===== src/rtl/pcie_tx_arb.sv =====
// Round-robin arbiter and TRN mux sharing one PCIe core TX interface between NUM_REQ engines.
// Optional grant watchdog: define PCIE_TX_ARB_WATCHDOG_EN.
module pcie_tx_arb #(
    parameter int NUM_REQ     = 3,
    parameter int REQ_BITS    = 2,
    parameter int MIN_BUF_AV  = 2,
    parameter int WDOG_CYCLES = 4096
) (
    input  logic                    pcie_clk,
    input  logic                    rst_n,
    input  logic [NUM_REQ-1:0]      req_v,
    input  logic [NUM_REQ-1:0]      req_done,
    output logic [NUM_REQ-1:0]      req_grant,
    output logic                    req_stall,
    input  logic [NUM_REQ*64-1:0]   req_td,
    input  logic [NUM_REQ*8-1:0]    req_trem_n,
    input  logic [NUM_REQ-1:0]      req_tsof_n,
    input  logic [NUM_REQ-1:0]      req_teof_n,
    input  logic [NUM_REQ-1:0]      req_tsrc_rdy_n,
    output logic [63:0]             trn_td,
    output logic [7:0]              trn_trem_n,
    output logic                    trn_tsof_n,
    output logic                    trn_teof_n,
    output logic                    trn_tsrc_rdy_n,
    input  logic                    trn_tdst_rdy_n,
    input  logic [5:0]              trn_tbuf_av,
    input  logic                    trn_lnk_up_n,
    output logic [REQ_BITS-1:0]     owner,
    output logic                    wdog_err
);

    typedef enum logic {
        IDLE = 1'b0,
        BUSY = 1'b1
    } state_t;

    state_t                r_state;
    state_t                w_nextState;
    logic [REQ_BITS-1:0]   r_owner;
    logic [REQ_BITS-1:0]   w_nextOwner;
    logic [REQ_BITS-1:0]   w_winner;
    logic                  w_found;
    logic                  w_grantOk;
    logic                  w_doneExit;
    logic                  w_wdogHit;

    if (((2 ** REQ_BITS) < NUM_REQ) || (WDOG_CYCLES < 1)) begin : g_badParam
        $error("pcie_tx_arb: REQ_BITS too narrow for NUM_REQ or WDOG_CYCLES < 1");
    end

    assign w_grantOk  = (|req_v) && !trn_lnk_up_n && (trn_tbuf_av >= 6'(MIN_BUF_AV));
    assign w_doneExit = req_done[r_owner] && !trn_tdst_rdy_n;

    // Search begins just past the last owner so it always rotates to the back.
    always_comb begin
        w_found  = 1'b0;
        w_winner = r_owner;
        for (int k = 1; k <= NUM_REQ; k++) begin
            if (!w_found && req_v[(int'(r_owner) + k) % NUM_REQ]) begin
                w_found  = 1'b1;
                w_winner = REQ_BITS'((int'(r_owner) + k) % NUM_REQ);
            end
        end
    end

`ifdef PCIE_TX_ARB_WATCHDOG_EN
    logic [15:0] r_wdogCnt;
    logic        r_wdogErr;

    assign w_wdogHit = (r_state == BUSY) && !trn_tdst_rdy_n &&
                       (r_wdogCnt >= 16'(WDOG_CYCLES - 1));

    // Counter is held clear in IDLE so every grant starts from zero.
    always_ff @(posedge pcie_clk or negedge rst_n) begin
        if (!rst_n) begin
            r_wdogCnt <= '0;
            r_wdogErr <= 1'b0;
        end else begin
            if (r_state == IDLE) begin
                r_wdogCnt <= '0;
            end else if (!trn_tdst_rdy_n && (r_wdogCnt != 16'hffff)) begin
                r_wdogCnt <= r_wdogCnt + 16'd1;
            end
            if (w_wdogHit) begin
                r_wdogErr <= 1'b1;
            end
        end
    end

    assign wdog_err = r_wdogErr;
`else
    assign w_wdogHit = 1'b0;
    assign wdog_err  = 1'b0;
`endif

    always_ff @(posedge pcie_clk or negedge rst_n) begin
        if (!rst_n) begin
            r_state <= IDLE;
            r_owner <= REQ_BITS'(NUM_REQ - 1);
        end else begin
            r_state <= w_nextState;
            r_owner <= w_nextOwner;
        end
    end

    // Once granted, only done (or the watchdog) releases the bus; owner is kept for rotation.
    always_comb begin
        w_nextState = r_state;
        w_nextOwner = r_owner;
        case (r_state)
            IDLE: begin
                if (w_grantOk && w_found) begin
                    w_nextState = BUSY;
                    w_nextOwner = w_winner;
                end
            end
            BUSY: begin
                if (w_doneExit || w_wdogHit) begin
                    w_nextState = IDLE;
                end
            end
            default: w_nextState = IDLE;
        endcase
    end

    always_comb begin
        req_grant      = '0;
        trn_td         = '0;
        trn_trem_n     = 8'hff;
        trn_tsof_n     = 1'b1;
        trn_teof_n     = 1'b1;
        trn_tsrc_rdy_n = 1'b1;
        if (r_state == BUSY) begin
            req_grant      = NUM_REQ'(1) << r_owner;
            trn_td         = req_td[int'(r_owner) * 64 +: 64];
            trn_trem_n     = req_trem_n[int'(r_owner) * 8 +: 8];
            trn_tsof_n     = req_tsof_n[r_owner];
            trn_teof_n     = req_teof_n[r_owner];
            trn_tsrc_rdy_n = req_tsrc_rdy_n[r_owner];
        end
    end

    assign req_stall = trn_tdst_rdy_n;
    assign owner     = r_owner;

endmodule


===== config.mk =====
export PLATFORM = sky130hd
export DESIGN_NAME = pcie_tx_arb
export DESIGN_NICKNAME = d
export VERILOG_FILES = /design/src/rtl/pcie_tx_arb.sv
export SDC_FILE = /design/constraint.sdc
export NUM_CORES = 1
export LEC_CHECK = 0
export CAP_MARGIN = 25
export CORE_AREA = 2 2 125 127
export DETAILED_ROUTE_END_ITERATION = 16
export DIE_AREA = 0 0 127 129
export PLACE_DENSITY = 0.59
export SLEW_MARGIN = 0
export SYNTH_ARGS = -nofsm -noshare
export SYNTH_HDL_FRONTEND = slang
export SYNTH_SLANG_ARGS = --single-unit
export TNS_END_PERCENT = 30

===== constraint.sdc =====
create_clock -name pcie_clk -period 2.15 [get_ports pcie_clk]
set_clock_uncertainty 0.2 [all_clocks]
set_input_delay 0.3225 -clock pcie_clk [delete_from_list [all_inputs] [get_ports pcie_clk]]
set_output_delay 0.3225 -clock pcie_clk [all_outputs]
set_load 0.03 [all_outputs]

# ---- Word-level counts from Yosys, hierarchy flattened
# Cells that the tools add are included.
dict set report op_classes {
  n_lt_le_gt_ge 5
  add_sub_neg 3
  reduce_logical 13
  n_shift 3
  div_mod_pow 3
  n_bitwise 1
  n_mux 32
}
# cell count
set ops {}
lappend ops {{indexed part select 192 x 9 -> 64 bit} 1}
lappend ops {{less-than comparator 32 x 4 -> 1 bit, second input constant} 3}
lappend ops {{remainder unit 32 x 3 -> 32 bit, second input constant} 3}
lappend ops {{two-way mux 64 bit} 1}
lappend ops {{indexed part select 24 x 6 -> 8 bit} 1}
lappend ops {{two-way mux 1 bit} 18}
lappend ops {{binary-select mux 1 bit (select 2 bit)} 7}
lappend ops {{two-way mux 8 bit} 1}
lappend ops {{adder 2 x 2 -> 3 bit, second input constant} 2}
lappend ops {{greater-or-equal comparator 6 x 2 -> 1 bit, second input constant} 1}
lappend ops {{logical AND 1 bit} 6}
lappend ops {{two-way mux 2 bit} 3}
lappend ops {{logical NOT 1 bit} 4}
lappend ops {{adder 2 x 1 -> 3 bit, second input constant} 1}
lappend ops {{less-than comparator 2 x 3 -> 1 bit, second input constant} 1}
lappend ops {{two-way mux 3 bit} 1}
lappend ops {{AND reduction 3 bit} 1}
lappend ops {{nonzero test 3 bit} 1}
lappend ops {{OR reduction 3 bit} 1}
lappend ops {{<< shifter 1 x 2 -> 3 bit, first input constant} 1}
lappend ops {{case mux 1 bit (2 select lines)} 1}
lappend ops {{inverter 1 bit} 1}
dict set report totals {
  elab_cells 62
  reg_bits 3
  out_inout_bits 82
}

# ---- Longest topological paths before layout
# Gate-level depths: netlist of the first run.
dict set report depth {
  word_depth 15
  depth_mapped 11
  ltp_nobuf 7
}

# ---- Worst setup path after synthesis of the first run
# OpenSTA, ideal clock, no wires.
dict set report synth_path {
  path_kind {register to register}
  startpoint {register r_owner[1] (netlist: owner[1])}
  endpoint {register r_owner[0] (netlist: owner[0])}
  path_buffers 4
  t_arrival_ns 2.172
  t_required_ns 1.828
  path_stages_with_launch 12
  slack_ns -0.343
  cell_sequence {dfstp_2 -> buf_4 -> buf_6 -> buf_4 -> inv_1 -> ha_1 -> buf_6 -> a21boi_0 -> o21ai_1 -> o21ai_2 -> o21ai_2 -> a32o_1}
}
dict set report synth_between {
  elab_chain_len 14
}
# item line_no
set synth_rtl {}
lappend synth_rtl {{start, declared} 39} ;# logic [REQ_BITS-1:0] r_owner;
lappend synth_rtl {{start signal, assigned} 99} ;# r_owner <= REQ_BITS'(NUM_REQ - 1);
lappend synth_rtl {{start signal, assigned} 102} ;# r_owner <= w_nextOwner;
lappend synth_rtl {{adder 2 x 1 -> 3 bit} {59, 61}}
lappend synth_rtl {{remainder unit 32 x 3 -> 32 bit} {59, 61}}
lappend synth_rtl {{binary-select mux 1 bit (select 2 bit)} 59} ;# if (!w_found && req_v[(int'(r_owner) + k) % NUM_REQ]) begin
lappend synth_rtl {{two-way mux 1 bit (not written as such) (2 in a row)} 59}
lappend synth_rtl {{two-way mux 1 bit} 59}
lappend synth_rtl {{logical NOT 1 bit} 59}
lappend synth_rtl {{logical AND 1 bit} 59}
lappend synth_rtl {{two-way mux 1 bit} 59}
lappend synth_rtl {{logical NOT 1 bit} 59}
lappend synth_rtl {{logical AND 1 bit} 59}
lappend synth_rtl {{two-way mux 1 bit} 59}
lappend synth_rtl {{logical AND 1 bit} 112} ;# if (w_grantOk && w_found) begin
lappend synth_rtl {{AND reduction 3 bit (no line)} n/a}
# Several ways; a longest one is shown, not always the timed one. The select of a mux whose other input is x is not followed.
# A chain may end at the register's enable or synchronous reset.

# ---- Worst setup path in the final report of the first run
dict set report layout_path {
  startpoint {register r_owner[1] (netlist: owner[1])}
  endpoint {output trn_td[15]}
}
dict set report layout_between {
  elab_chain_len 2
}
# item line_no
set layout_rtl {}
lappend layout_rtl {{indexed part select 192 x 9 -> 64 bit} 135} ;# trn_td = req_td[int'(r_owner) * 64 +: 64];
lappend layout_rtl {{two-way mux 64 bit} 133} ;# if (r_state == BUSY) begin
lappend layout_rtl {{end, declared} 20} ;# output logic [63:0] trn_td,
# Every way passes these cells.

==> results of run 1 <==
==> area by class of cell <==
cell class | count | area (sq um)
fill | 1490 | 8610
inverter | 4 | 20.0
tap | 188 | 235
multi-input combinational | 333 | 2310
sequential | 3 | 82.6
clock buffer | 4 | 78.8
timing repair buffer | 356 | 3640
==> cell usage in the layout, fill, tap and decap left out, drive strengths merged, types with 5 or more instances in the layout <==
master         Yosys  layout
clkdlybuf4s50      0     240
buf               28     114
mux2i             79      79
a21oi             70      70
nor2              67      67
nor2b             64      64
nand2             15      15
o211ai            10      10
o21ai              6       6
clkbuf            10       5
==> logic make-up after synthesis <==
family	after synthesis
DFF	3
adders and majority gates	4
other	1
AOI/OAI and AO/OA	94
muxes	79
and+or+nand+nor	155
buffers and inverters	42
==> worst max-delay path: cells and delay by family (launching register included) <==
kind / cells / cell delay, ps
DFF: 1 / 690
buffers and inverters: 3 / 460
muxes: 1 / 200
and+or+nand+nor: 2 / 140
AOI/OAI and AO/OA: 1 / 130
==> power breakdown <==
group,internal (mW),switching [mW],leakage [nW]
clock network,0.245,0.0519,0.0382
logic,3.61,3.99,2.66
registers,0.105,0.0953,0.0328
total,3.96,4.14,2.73
==> timing repair <==
item / CTS / global route
setup endpoints to repair: 79 / 81
setup buffers: 9 / 1
gates resized for setup: 32 / 9
pin swaps: 1 / 8
cloned: 4 / 1
==> layer usage <==
metal,vias up,wire length [um]
met5,-,0
met4,0,137
met3,11,1090
met2,171,7510
met1,1842,5390
li1,1947,-
==> worst paths after layout <==
path | to | cells after the start
max | trn_td[15] | 7
min | r_state | 1
max reg2reg | owner[0] | 8
min reg2reg | r_state | 2
max in group asynchronous | owner[1] | 1
min in group pcie_clk | r_state | 2
==> sequential cells by signal, indices dropped and copies added, names as in the netlist <==
register  cells
owner         2
r_state       1
==> impl_metrics.py, run 1 <==
metrics = {
    "grt": {
        "top_usage_layer": "met2",
        "gr-usage-met2_pct": 31.0,
        "grt_use_total_pct": 15.8,
        "grt_max_degree": 44,
        "use_met3_pct": 3.28,
        "antenna_found_initial": 0,
        "grt_overflow": 0,
        "first_global_vias": 3961,
        "grt_pass1_wl_um": 20700,
        "grt_util_met1_pct": 17.8,
    },
    "finish": {
        "antenna-diode-count": 0,
        "instances_no_fill": 888,
        "fin_util_pct": 42.5,
        "num-nets-final": 946,
        "design_area_sq_um": 6370,
        "layout-drive-gt1-share_pct": 23.9,
        "syn_to_final_growth_pct": 156,
    },
    "setup_path": {
        "crit_start": "owner[1]",
        "worstPathCellList": "buf_12, buf_12, mux2i_2, nor2_1, a21oi_1, nor2b_1, buf_4",
        "cpPeakStageDelay_ps": 690,
        "path_common_cell": "buf_12",
        "crit_slowest_cell": "dfstp_4",
        "critPathMaxFanout": 8,
        "end_kind": "output port",
        "required_ps": 1630,
        "reg2reg_slack_ps": -70,
        "start_kind": "flip-flop",
        "arrival_ps": 1850,
        "r2r_start": "owner[1]",
        "worstSetupPathType": "reg2out",
    },
    "synth": {
        "synth.distinct_cells": 37,
        "synth_top_family_by_area": "multiplexers",
        "synthMuxAreaShare_pct": 31.8,
        "synthArstFlopShare_pct": 100,
        "yosys.area_share.simple_pct": 31.7,
        "syn-cell-area_sq_um": 2490,
        "synth_common_cells": "mux2i_1, a21oi_1, nor2_1, nor2b_1, nand2_1",
        "synth_edf_count": 0,
        "syn-num-nets": 623,
        "yosys_most_used_dff": "dfrtp_1",
        "synth.top_cell.area_share_pct": 31.8,
        "yosysMostFrequentCell": "mux2i_1",
        "synth_xor_area_share_pct": 0,
        "ys.warnings.count": 0,
        "syn_area_per_cell_sq_um": 6.58,
        "synthAdderAreaFrac_pct": 2.01,
        "ys_ff_latch": 3,
        "synth_cells": 378,
        "synth_top_area_cell": "mux2i_1",
        "synth-compound-area-share_pct": 21.2,
        "ys_seq_area_share_pct": 3.07,
        "synthTopCellsByArea": "mux2i_1, nor2b_1, a21oi_1",
    },
    "drt": {
        "viasPerCell": 4.47,
        "ant_nets": 0,
        "drc": 0,
        "routed_wl_um": 14100,
        "first_pass_iters": 4,
        "wl_per_cell_um": 15.9,
        "vias": 3971,
        "drt_iter0_drc": 111,
    },
    "floorplan": {
        "start_util_pct": 16.6,
        "dieArea_sq_um": 16400,
        "io_pins": 323,
        "fp-row-count": 45,
        "die_w_um": 127,
        "core_sq_um": 15000,
        "fp.dieH_um": 129,
    },
    "sta": {
        "slew_viol_final": 0,
        "finalCritPeriodShare_pct": 110,
        "worst_hold_slack_ps": 89.0,
        "rsz0062_at_grt": "yes",
        "fin_tns_setup_ps": -11040,
        "hold_viol": 0,
        "setup_viol": 81,
        "max_freq_mhz": 422,
        "setup_ws_ps": -222,
        "final.min_clock_period_ps": 2370,
    },
    "placed_design": {
        "post-place-cells": 871,
        "placed_area_sq_um": 5930,
        "gp_congestion": 0.886,
        "io_buffers": 320,
        "hpwl_um": 10800,
        "dp_slack_ps": -29.9,
    },
    "flow_run": {
        "maxCapViolCount": 0,
    },
    "clock_network": {
        "clk_path_buf_depth": 2,
        "root_buffer": "clkbuf_16",
        "numCtsBuffers": 3,
        "hold_buffers": 0,
        "htree_levels": 1,
        "cts.sinks": 3,
        "clk_latency_ps": 220,
        "cts_tree": "yes",
        "clkTransAtPathRegs_ps": 30,
    },
    "pwr": {
        "pwr_density_cell_nw_per_um2": 1270,
        "ir_drop_mv": 0.692,
        "power_mw": 8.10,
        "cellLeakagePower_nw": 2.73,
    },
    "status": {
        "violations": "setup timing",
        "outcome": "finished, violations left",
    },
    "min_path": {
        "min_path_type": "in2async",
    },
}
Power figures use the tool's default switching activity.
==> run 2, diff against run 1 <==
--- a/config.mk
+++ b/config.mk
@@ -6,10 +6,12 @@
 export NUM_CORES = 1
 export LEC_CHECK = 0
 export CAP_MARGIN = 25
-export CORE_AREA = 2 2 125 127
+export CORE_AREA = 2 2 126 128
 export DETAILED_ROUTE_END_ITERATION = 16
-export DIE_AREA = 0 0 127 129
-export PLACE_DENSITY = 0.59
+export DIE_AREA = 0 0 128 130
+export DONT_BUFFER_PORTS = 1
+export PLACE_DENSITY = 0.3
+export REMOVE_ABC_BUFFERS = 1
 export SLEW_MARGIN = 0
 export SYNTH_ARGS = -nofsm -noshare
 export SYNTH_HDL_FRONTEND = slang
==> impl_metrics.py, run 2 (same netlist as run 1, synthesis figures left out) <==
metrics = {
    "min_path": {
        "worstHoldEndpoint": "r_state",
        "min_path_type": "in2reg",
        "min_path_cells": 2,
        "hp-start": "trn_tdst_rdy_n",
    },
    "floorplan": {
        "io_pins": 323,
        "fp.dieH_um": 130,
        "fp-row-count": 46,
        "start_util_pct": 16.1,
        "core_sq_um": 15400,
        "die_w_um": 128,
        "dieArea_sq_um": 16600,
    },
    "setup_path": {
        "critPathMaxFanout": 8,
        "reg2reg_slack_ps": -10,
        "worstPathCellList": "buf_8, buf_12, bufbuf_16, mux2i_1, o211ai_1, buf_4",
        "cpPeakStageDelay_ps": 660,
        "required_ps": 1630,
        "end_kind": "output port",
        "r2r_start": "owner[1]",
        "r2r_end": "owner[0]",
        "start_kind": "flip-flop",
        "arrival_ps": 1900,
        "crit_slowest_cell": "dfstp_4",
        "worstSetupPathType": "reg2out",
        "rr_worst_depth": 8,
    },
    "finish": {
        "nFillCells": 1711,
        "instances_no_fill": 652,
        "syn_to_final_growth_pct": 54.3,
        "num-nets-final": 706,
        "layout-drive-gt1-share_pct": 30.7,
        "fin_util_pct": 24.9,
        "largest_register_ffs": 2,
        "seqCellArea_sq_um": 82.6,
        "multi_input_area_sq_um": 2230,
        "antenna-diode-count": 0,
        "final_common_cell": "buf_4",
        "final_cell_mix": "buf_4, mux2i_1, a21oi_1, nor2_1, nor2b_1",
    },
    "placed_design": {
        "post-place-cells": 624,
        "hpwl_um": 7890,
        "gp_congestion": 0.765,
        "dp_slack_ps": -197,
        "io_buffers": 0,
    },
    "grt": {
        "antenna_found_initial": 0,
        "grt_pass1_wl_um": 14700,
        "grt_use_total_pct": 11.2,
        "first_global_vias": 2832,
        "grt_max_degree": 44,
        "grt_overflow": 0,
    },
    "drt": {
        "vias": 3077,
        "drt_iter0_drc": 94,
        "drc": 0,
        "routed_wl_um": 11500,
        "wl_per_cell_um": 17.7,
        "first_pass_iters": 4,
        "viasPerCell": 4.72,
        "ant_nets": 0,
    },
    "sta": {
        "slew_viol_final": 0,
        "hold_viol": 0,
        "final.min_clock_period_ps": 2420,
        "finalCritPeriodShare_pct": 113,
        "setup_viol": 77,
        "rsz0062_at_grt": "yes",
        "setup_ws_ps": -270,
        "max_freq_mhz": 413,
    },
    "clock_network": {
        "cts_tree": "yes",
        "root_buffer": "clkbuf_16",
        "numCtsBuffers": 3,
        "clk_path_buf_depth": 2,
        "htree_levels": 1,
        "clk_latency_ps": 220,
        "clkTransAtPathRegs_ps": 30,
        "cts.sinks": 3,
    },
    "status": {
        "violations": "setup timing",
        "outcome": "finished, violations left",
    },
    "flow_run": {
        "maxCapViolCount": 0,
    },
    "pwr": {
        "cellLeakagePower_nw": 1.78,
        "ir_drop_mv": 0.805,
        "pwr_density_cell_nw_per_um2": 1940,
    },
}
## run 2: worst max-delay path by stage
stage / start / end / slack (ps) / depth (start not counted)
floorplan: owner[0] / trn_td[0] / -2360 / 4
global placement: owner[1] / trn_td[38] / -190 / 5
detailed placement: owner[1] / trn_td[38] / -200 / 5
CTS: owner[1] / trn_td[7] / -300 / 8
global route: owner[1] / trn_td[32] / -360 / 8
finish: owner[1] / trn_trem_n[0] / -270 / 6
## run 2: power by group
part / leakage [nW] / internal (mW) / switching (mW)
Clock: 0.0382 / 0.245 / 0.0494
Combinational: 1.71 / 3.09 / 3.91
Sequential: 0.0328 / 0.105 / 0.0451
## run 2: per-stage QoR
| step | total power [mW] | hold WS [ps] | TNS, ps | cell area (sq um) |
|---|---|---|---|---|
| final | 7.44 | 35.0 | -14300 | 3840 |
| after global routing | 7.94 | 39.3 | -21670 | 3840 |
| after CTS | 7.29 | 32.7 | -18140 | 3730 |
| after detailed placement | 6.00 | -173 | -6660 | 3250 |
| after global placement | 5.98 | -173 | -5760 | 3250 |
| after floorplan | 4.17 | -173 | -181910 | 2250 |
## run 2: cell type report
type / count / area share (%)
clock buffers: 4 / 2.05
repair buffers: 115 / 31.0
well taps: 192 / 6.26
inverters: 4 / 0.457
flip-flops and latches: 3 / 2.15
multi-input cells: 334 / 58.1
## run 2: timing repair
item	CTS	global route
cloned	7	3
endpoints found under the hold margin	3	0
setup buffers	11	4
resized for setup	19	11
pin swaps	2	0
endpoints found under the setup margin	79	80
hold buffers	1	0
## run 2: layer usage
layer  share of wire (%)  wire (um)  global-route usage (%)  vias up
met4                 2.2        254                    2.46        0
met3                 6.1        708                    1.11       13
met5                   0          0                       0        -
met1                  42       4810                    13.9     1419
met2                  50       5770                    20.9      176
li1                    -          -                       -     1469
## run 2: worst max-delay path, delay by kind of cell, from the launching register on
kind / cells / cell delay (ps)
AOI/OAI and AO/OA: 1 / 120
buffers and inverters: 4 / 700
DFF: 1 / 660
muxes: 1 / 190
==> run 3, diff against run 2 <==
--- a/config.mk
+++ b/config.mk
@@ -5,7 +5,6 @@
 export SDC_FILE = /design/constraint.sdc
 export NUM_CORES = 1
 export LEC_CHECK = 0
-export CAP_MARGIN = 25
 export CORE_AREA = 2 2 126 128
 export DETAILED_ROUTE_END_ITERATION = 16
 export DIE_AREA = 0 0 128 130
==> results of run 3 <==
Same layout as run 2: the final DEF is identical, and so are final timing and power.
